File: config.mk
export PLATFORM = sky130hd
export DESIGN_NAME = mac_sequencer
export DESIGN_NICKNAME = d
export VERILOG_FILES = /design/src/rtl/mac_pkg.sv /design/src/rtl/acc_requant.sv /design/src/rtl/mac_sequencer.sv
export SDC_FILE = /design/constraint.sdc
export NUM_CORES = 1
export LEC_CHECK = 0
export ABC_AREA = 1
export BUFFER_PORTS_ARGS = -buffer_cell sky130_fd_sc_hd__buf_4
export CAP_MARGIN = 25
export CORE_MARGIN = 2
export CORE_UTILIZATION = 49
export CTS_CLUSTER_SIZE = 14
export DETAILED_ROUTE_END_ITERATION = 7
export GPL_TIMING_DRIVEN = 0
export PLACE_DENSITY_LB_ADDON = 0.12
export REMOVE_ABC_BUFFERS = 1
export SYNTH_ARGS = -nofsm -noshare
export SYNTH_HDL_FRONTEND = slang
export SYNTH_SLANG_ARGS = --single-unit
File: constraint.sdc
create_clock -name clk -period 3.3 [get_ports clk]
set_input_delay 0.33 -clock clk [delete_from_list [all_inputs] [get_ports clk]]
set_output_delay 0.33 -clock clk [all_outputs]
set_load 0.05 [all_outputs]
File: src/rtl/mac_pkg.sv
// Shared number formats, sequencer state type and the round/saturate helper.
// Build option: define MAC_SEQ_RELU_EN to clamp negative neuron outputs to zero.
package mac_pkg;

  localparam int unsigned DEF_BITS_INT = 4;
  localparam int unsigned DEF_BITS_FRC = 12;
  localparam int unsigned DEF_WGHT_INT = 6;
  localparam int unsigned DEF_WGHT_FRC = 10;
  localparam int unsigned DEF_WIDTH    = 784;

  // Working width for requantization; comfortably wider than AW+1.
  localparam int unsigned CALC_W = 64;

`ifdef MAC_SEQ_RELU_EN
  localparam bit RELU_EN_DEF = 1'b1;
`else
  localparam bit RELU_EN_DEF = 1'b0;
`endif

  typedef enum logic [2:0] {
    IDLE,
    CLEAR,
    RUN,
    WAIT,
    CAPTURE,
    OUT
  } state_e;

  // Round half up, drop frc fraction bits, saturate to a signed pw-bit range.
  function automatic logic signed [CALC_W-1:0] round_sat(
    input logic signed [CALC_W-1:0] acc,
    input int unsigned              frc,
    input int unsigned              pw,
    input bit                       relu
  );
    logic signed [CALC_W-1:0] half;
    logic signed [CALC_W-1:0] shr;
    logic signed [CALC_W-1:0] max_v;
    logic signed [CALC_W-1:0] min_v;
    logic signed [CALC_W-1:0] res;
    half  = (frc == 0) ? 64'sd0 : (64'sd1 <<< (frc - 1));
    shr   = (acc + half) >>> frc;
    max_v = (64'sd1 <<< (pw - 1)) - 64'sd1;
    min_v = -(64'sd1 <<< (pw - 1));
    if (shr > max_v) begin
      res = max_v;
    end else if (shr < min_v) begin
      res = min_v;
    end else begin
      res = shr;
    end
    if (relu && (res < 64'sd0)) begin
      res = 64'sd0;
    end
    return res;
  endfunction

endpackage

File: src/rtl/acc_requant.sv
// Combinational requantization of the MAC accumulator to the pixel format.
// ReLU clamping follows MAC_SEQ_RELU_EN through the RELU_EN default.
module acc_requant
  import mac_pkg::*;
#(
  parameter int unsigned AW      = 32,
  parameter int unsigned FRC     = 10,
  parameter int unsigned PW      = 16,
  parameter bit          RELU_EN = RELU_EN_DEF
) (
  input  logic [AW-1:0] acc_i,
  output logic [PW-1:0] result_o
);

  logic signed [CALC_W-1:0] acc_ext;

  always_comb begin
    acc_ext  = {{(CALC_W - AW){acc_i[AW-1]}}, acc_i};
    result_o = PW'(round_sat(acc_ext, FRC, PW, RELU_EN));
  end

endmodule

File: src/rtl/mac_sequencer.sv
// Sequences one neuron evaluation: clears the MAC, streams WIDTH pixel/weight
// pairs, requantizes the accumulator and hands the result off with valid/ready.
// Build option: MAC_SEQ_RELU_EN (see mac_pkg).
module mac_sequencer
  import mac_pkg::*;
#(
  parameter int unsigned BITS_INT = DEF_BITS_INT,
  parameter int unsigned BITS_FRC = DEF_BITS_FRC,
  parameter int unsigned WGHT_INT = DEF_WGHT_INT,
  parameter int unsigned WGHT_FRC = DEF_WGHT_FRC,
  parameter int unsigned WIDTH    = DEF_WIDTH,
  localparam int unsigned PW      = BITS_INT + BITS_FRC,
  localparam int unsigned WW      = WGHT_INT + WGHT_FRC,
  localparam int unsigned AW      = PW + WW,
  localparam int unsigned ADDR_W  = $clog2(WIDTH)
) (
  input  logic              clk,
  input  logic              reset,
  input  logic              start_i,
  output logic              busy_o,
  output logic [ADDR_W-1:0] addr_o,
  input  logic [PW-1:0]     pix_data_i,
  input  logic [WW-1:0]     wght_data_i,
  output logic [PW-1:0]     picture_o,
  output logic [WW-1:0]     weight_o,
  output logic              mac_clr_n_o,
  input  logic [AW-1:0]     acc_i,
  output logic [PW-1:0]     result_o,
  output logic              valid_o,
  input  logic              ready_i
);

  localparam logic [ADDR_W-1:0] LAST_ADDR = ADDR_W'(WIDTH - 1);

  state_e            state_q, state_d;
  logic [ADDR_W-1:0] addr_q, addr_d;
  logic              feed_q, feed_d;
  logic [PW-1:0]     result_q, result_d;
  logic              valid_q, valid_d;
  logic [PW-1:0]     requant;

  acc_requant #(
    .AW (AW),
    .FRC(WGHT_FRC),
    .PW (PW)
  ) u_requant (
    .acc_i   (acc_i),
    .result_o(requant)
  );

  // valid_o is registered from OUT, so it rises one cycle after OUT is entered.
  always_comb begin
    state_d  = state_q;
    addr_d   = '0;
    feed_d   = (state_q == RUN);
    result_d = result_q;
    valid_d  = 1'b0;
    case (state_q)
      IDLE:    if (start_i) state_d = CLEAR;
      CLEAR:   state_d = RUN;
      RUN: begin
        if (addr_q == LAST_ADDR) begin
          state_d = WAIT;
        end else begin
          addr_d = addr_q + ADDR_W'(1);
        end
      end
      WAIT:    state_d = CAPTURE;
      CAPTURE: begin
        result_d = requant;
        state_d  = OUT;
      end
      OUT: begin
        if (valid_q && ready_i) begin
          state_d = IDLE;
        end else begin
          valid_d = 1'b1;
        end
      end
      default: state_d = IDLE;
    endcase
  end

  always_ff @(posedge clk or negedge reset) begin
    if (!reset) begin
      state_q  <= IDLE;
      addr_q   <= '0;
      feed_q   <= 1'b0;
      result_q <= '0;
      valid_q  <= 1'b0;
    end else begin
      state_q  <= state_d;
      addr_q   <= addr_d;
      feed_q   <= feed_d;
      result_q <= result_d;
      valid_q  <= valid_d;
    end
  end

  assign busy_o      = (state_q != IDLE);
  assign mac_clr_n_o = !((state_q == IDLE) || (state_q == CLEAR));
  assign addr_o      = addr_q;
  assign picture_o   = feed_q ? pix_data_i : '0;
  assign weight_o    = feed_q ? wght_data_i : '0;
  assign result_o    = result_q;
  assign valid_o     = valid_q;

endmodule
==> flow_summary.toml <==
[worst_hold_path]
hold_class = "in2reg"
min_path_cells = 2

[final_layout]
final_cell_mix = "buf_4, nand2_1, inv_1"
finish.utilization_pct = 71.8
drive_above_1_share_pct = 36.9
nets = 533
antenna_cells = 0
area_growth_pct = 43.1
layout_commonest_cell = "buf_4"
n_fill_cell = 422

[cts]
htreeDepth = 2
cts.reportedPaths.clkPinSlew_ns = 0.07
cts.path.max_buffers = 2
post-cts-setup-buffers = 0
cts.sinks = 31
clk_latency_ns = 0.27
cts_tree = "built"
cts_buffers = 5
clockRootBuffer = "clkbuf_8"

[floorplanning]
rows = 25
die_x_um = 73.3
initial_core_util_pct = 50.2
io_pins = 129
dieArea_um2 = 5380
fp.coreArea_um2 = 4690
die_h_um = 73.3

[synth]
synth_mux_area_share_pct = 0
yosysWarnings = 0
synth_seq_cells = 31
synth_area_per_cell_um2 = 6.89
syn_inst = 342
synth_xor_area_share_pct = 5.95
synthAdderAreaFrac_pct = 1.06
synth_top_family_by_area = "simple AND/OR/NAND/NOR gates"
synth_area_um2 = 2350
synth_cell_types = 33
synth_compound_area_share_pct = 9.03
synthArstFlopShare_pct = 100
yosys.area_share.simple_pct = 38.2
yosysTopAreaCell = "dfrtp_1"
synth_area_leaders = "dfrtp_1, nand2_1, inv_1, nor2_1, nand2_2"
synthFlopType = "dfrtp_1"
synth_edf_count = 0
ys_seq_area_share_pct = 32.9
synth.top_cell.area_share_pct = 32.9

[place]
gp_congestion = 0.853
io_buffers = 119
hpwl_um = 4880

[drt]
drtIter0Drc = 81
wire_per_inst_um = 11.4
num_vias = 2403
drt_first_pass_iters = 4
drc = 0
antenna_left = 0
wirelength_um = 5890
vias_per_cell = 4.64

[power_and_ir_drop]
vdd_drop_max_v = 0.000296
power_density_nw_per_um2 = 744
p_leak_nw = 1.91

[outcome]
status = "finished, final reports clean"

[global_routing]
grt_antenna_before_repair = 0
grt_max_degree = 33
grt_first_pass_wirelength_um = 9180
track_usage_pct = 21.9
grt_pass1_vias = 2177
grt-ovfl-total = 0

[worst_setup_path]
crit_path_start_kind = "flop"
cp_slowest_cell = "dfrtp_1"
cp.depth = 3
crit_fanout = 32
criticalPathCategory = "reg2out"
reg2reg_depth = 6
end_kind = "output pin"
cp_top_family = "flip-flops"
crit_buf_inv = 2
critical_path.max_stage_delay_ns = 0.93
required_ns = 2.97
cp_cell_sequence = "nand2_1 > inv_1 > buf_4"
cp.arrival_ns = 1.64

[sta]
slew_violations = 0
final_hold_viol_count = 0
period_needed_ns = 1.97
skew_ns = 0.00624
period_share_pct = 59.7
rsz0062_at_grt = "false"
slew_headroom_pct = 39.6
worstMarginPinSlew_ns = 0.907
setup_viol = 0
setup_tns_ns = 0
fmax_ghz = 0.508

[flow_run]
max_cap_violations = 0
kinds of logic (layout without fill, tap and decap cells):
| family | Yosys count | count (layout) |
|---|---|---|
| flip-flops | 31 | 31 |
| AND/OR/NAND/NOR | 193 | 193 |
| adder cells (fa/ha/maj) | 2 | 2 |
| buffers and inverters | 72 | 194 |
| XOR/XNOR | 16 | 16 |
| AO/OA/AOI/OAI | 28 | 28 |
registers in the layout (all words and copies together) (netlist names):
register / cells
valid_o: 1
feed_q: 1
addr_o: 10
result_o: 16
state_q: 3
path summary, 6_finish.rpt:
kind / to / slack [ns] / startpoint
worst max-delay path: picture_o[12] / 1.33 / feed_q
worst min-delay path: state_q[0] / 0.34 / start_i
worst max register to register: state_q[0] / 1.47 / addr_o[0]
worst min register to register: result_o[15] / 0.49 / result_o[15]
max in group asynchronous: result_o[9] / 2.50 / reset
min in group asynchronous: addr_o[8] / 0.52 / reset
stage by stage:
step	cells	instance area [µm²]	worst slack, ns	power [W]	hold slack (ns)
5_1_grt	518	3370	1.18	0.00264	0.338
2_1_floorplan	336	2300	1.35	0.00169	0.0344
6_report	518	3370	1.33	0.00251	0.344
3_3_place_gp	509	3260	1.09	0.00218	0.278
3_5_place_dp	509	3260	1.05	0.00220	0.283
4_1_cts	518	3370	1.32	0.00253	0.340
power by group:
part           switching, W  total [W]  internal (W)
clock              0.000132   0.000322      0.000190
combinational       0.00110    0.00156      0.000463
sequential         0.000122   0.000625      0.000502
per-layer routing:
metal / wire length (µm) / global-route usage [%] / up-vias
met5: 0 / 0 / -
met2: 3020 / 42.0 / 85
met1: 2290 / 22.9 / 1038
met3: 476 / 5.08 / 9
li1: - / - / 1271
met4: 112 / 8.28 / 0
synthesized netlist by cell type, types with 2 or more instances:
library cell and number:
nand4_1 2, nor3b_1 3, a21oi_1 9, a21oi_2 10, nand3_1 9, nand2_1 93
dfrtp_1 31, xnor2_1 7, nor2_4 3, nor2_1 45, ha_1 2, xor2_1 9
o21ai_0 2, buf_12 2, inv_1 66, nor2_2 9, nor3_1 7, nand2_2 15
clkbuf_1 4
area by class of cell:
class                           count  area, µm²  share of cell area, %
Multi-Input combinational cell    239       1280                   37.9
Timing Repair Buffer              120        903                   26.8
Sequential cell                    31        776                   23.0
Inverter                           66        248                   7.35
Clock buffer                        8        100                   2.97
Tap cell                           54       67.6                   2.00
repair_timing:
action                                 CTS  global route
gates resized for setup                  0             0
hold buffers                             1             0
endpoints found under the hold margin   31             0
Power figures use the tool's default switching activity.
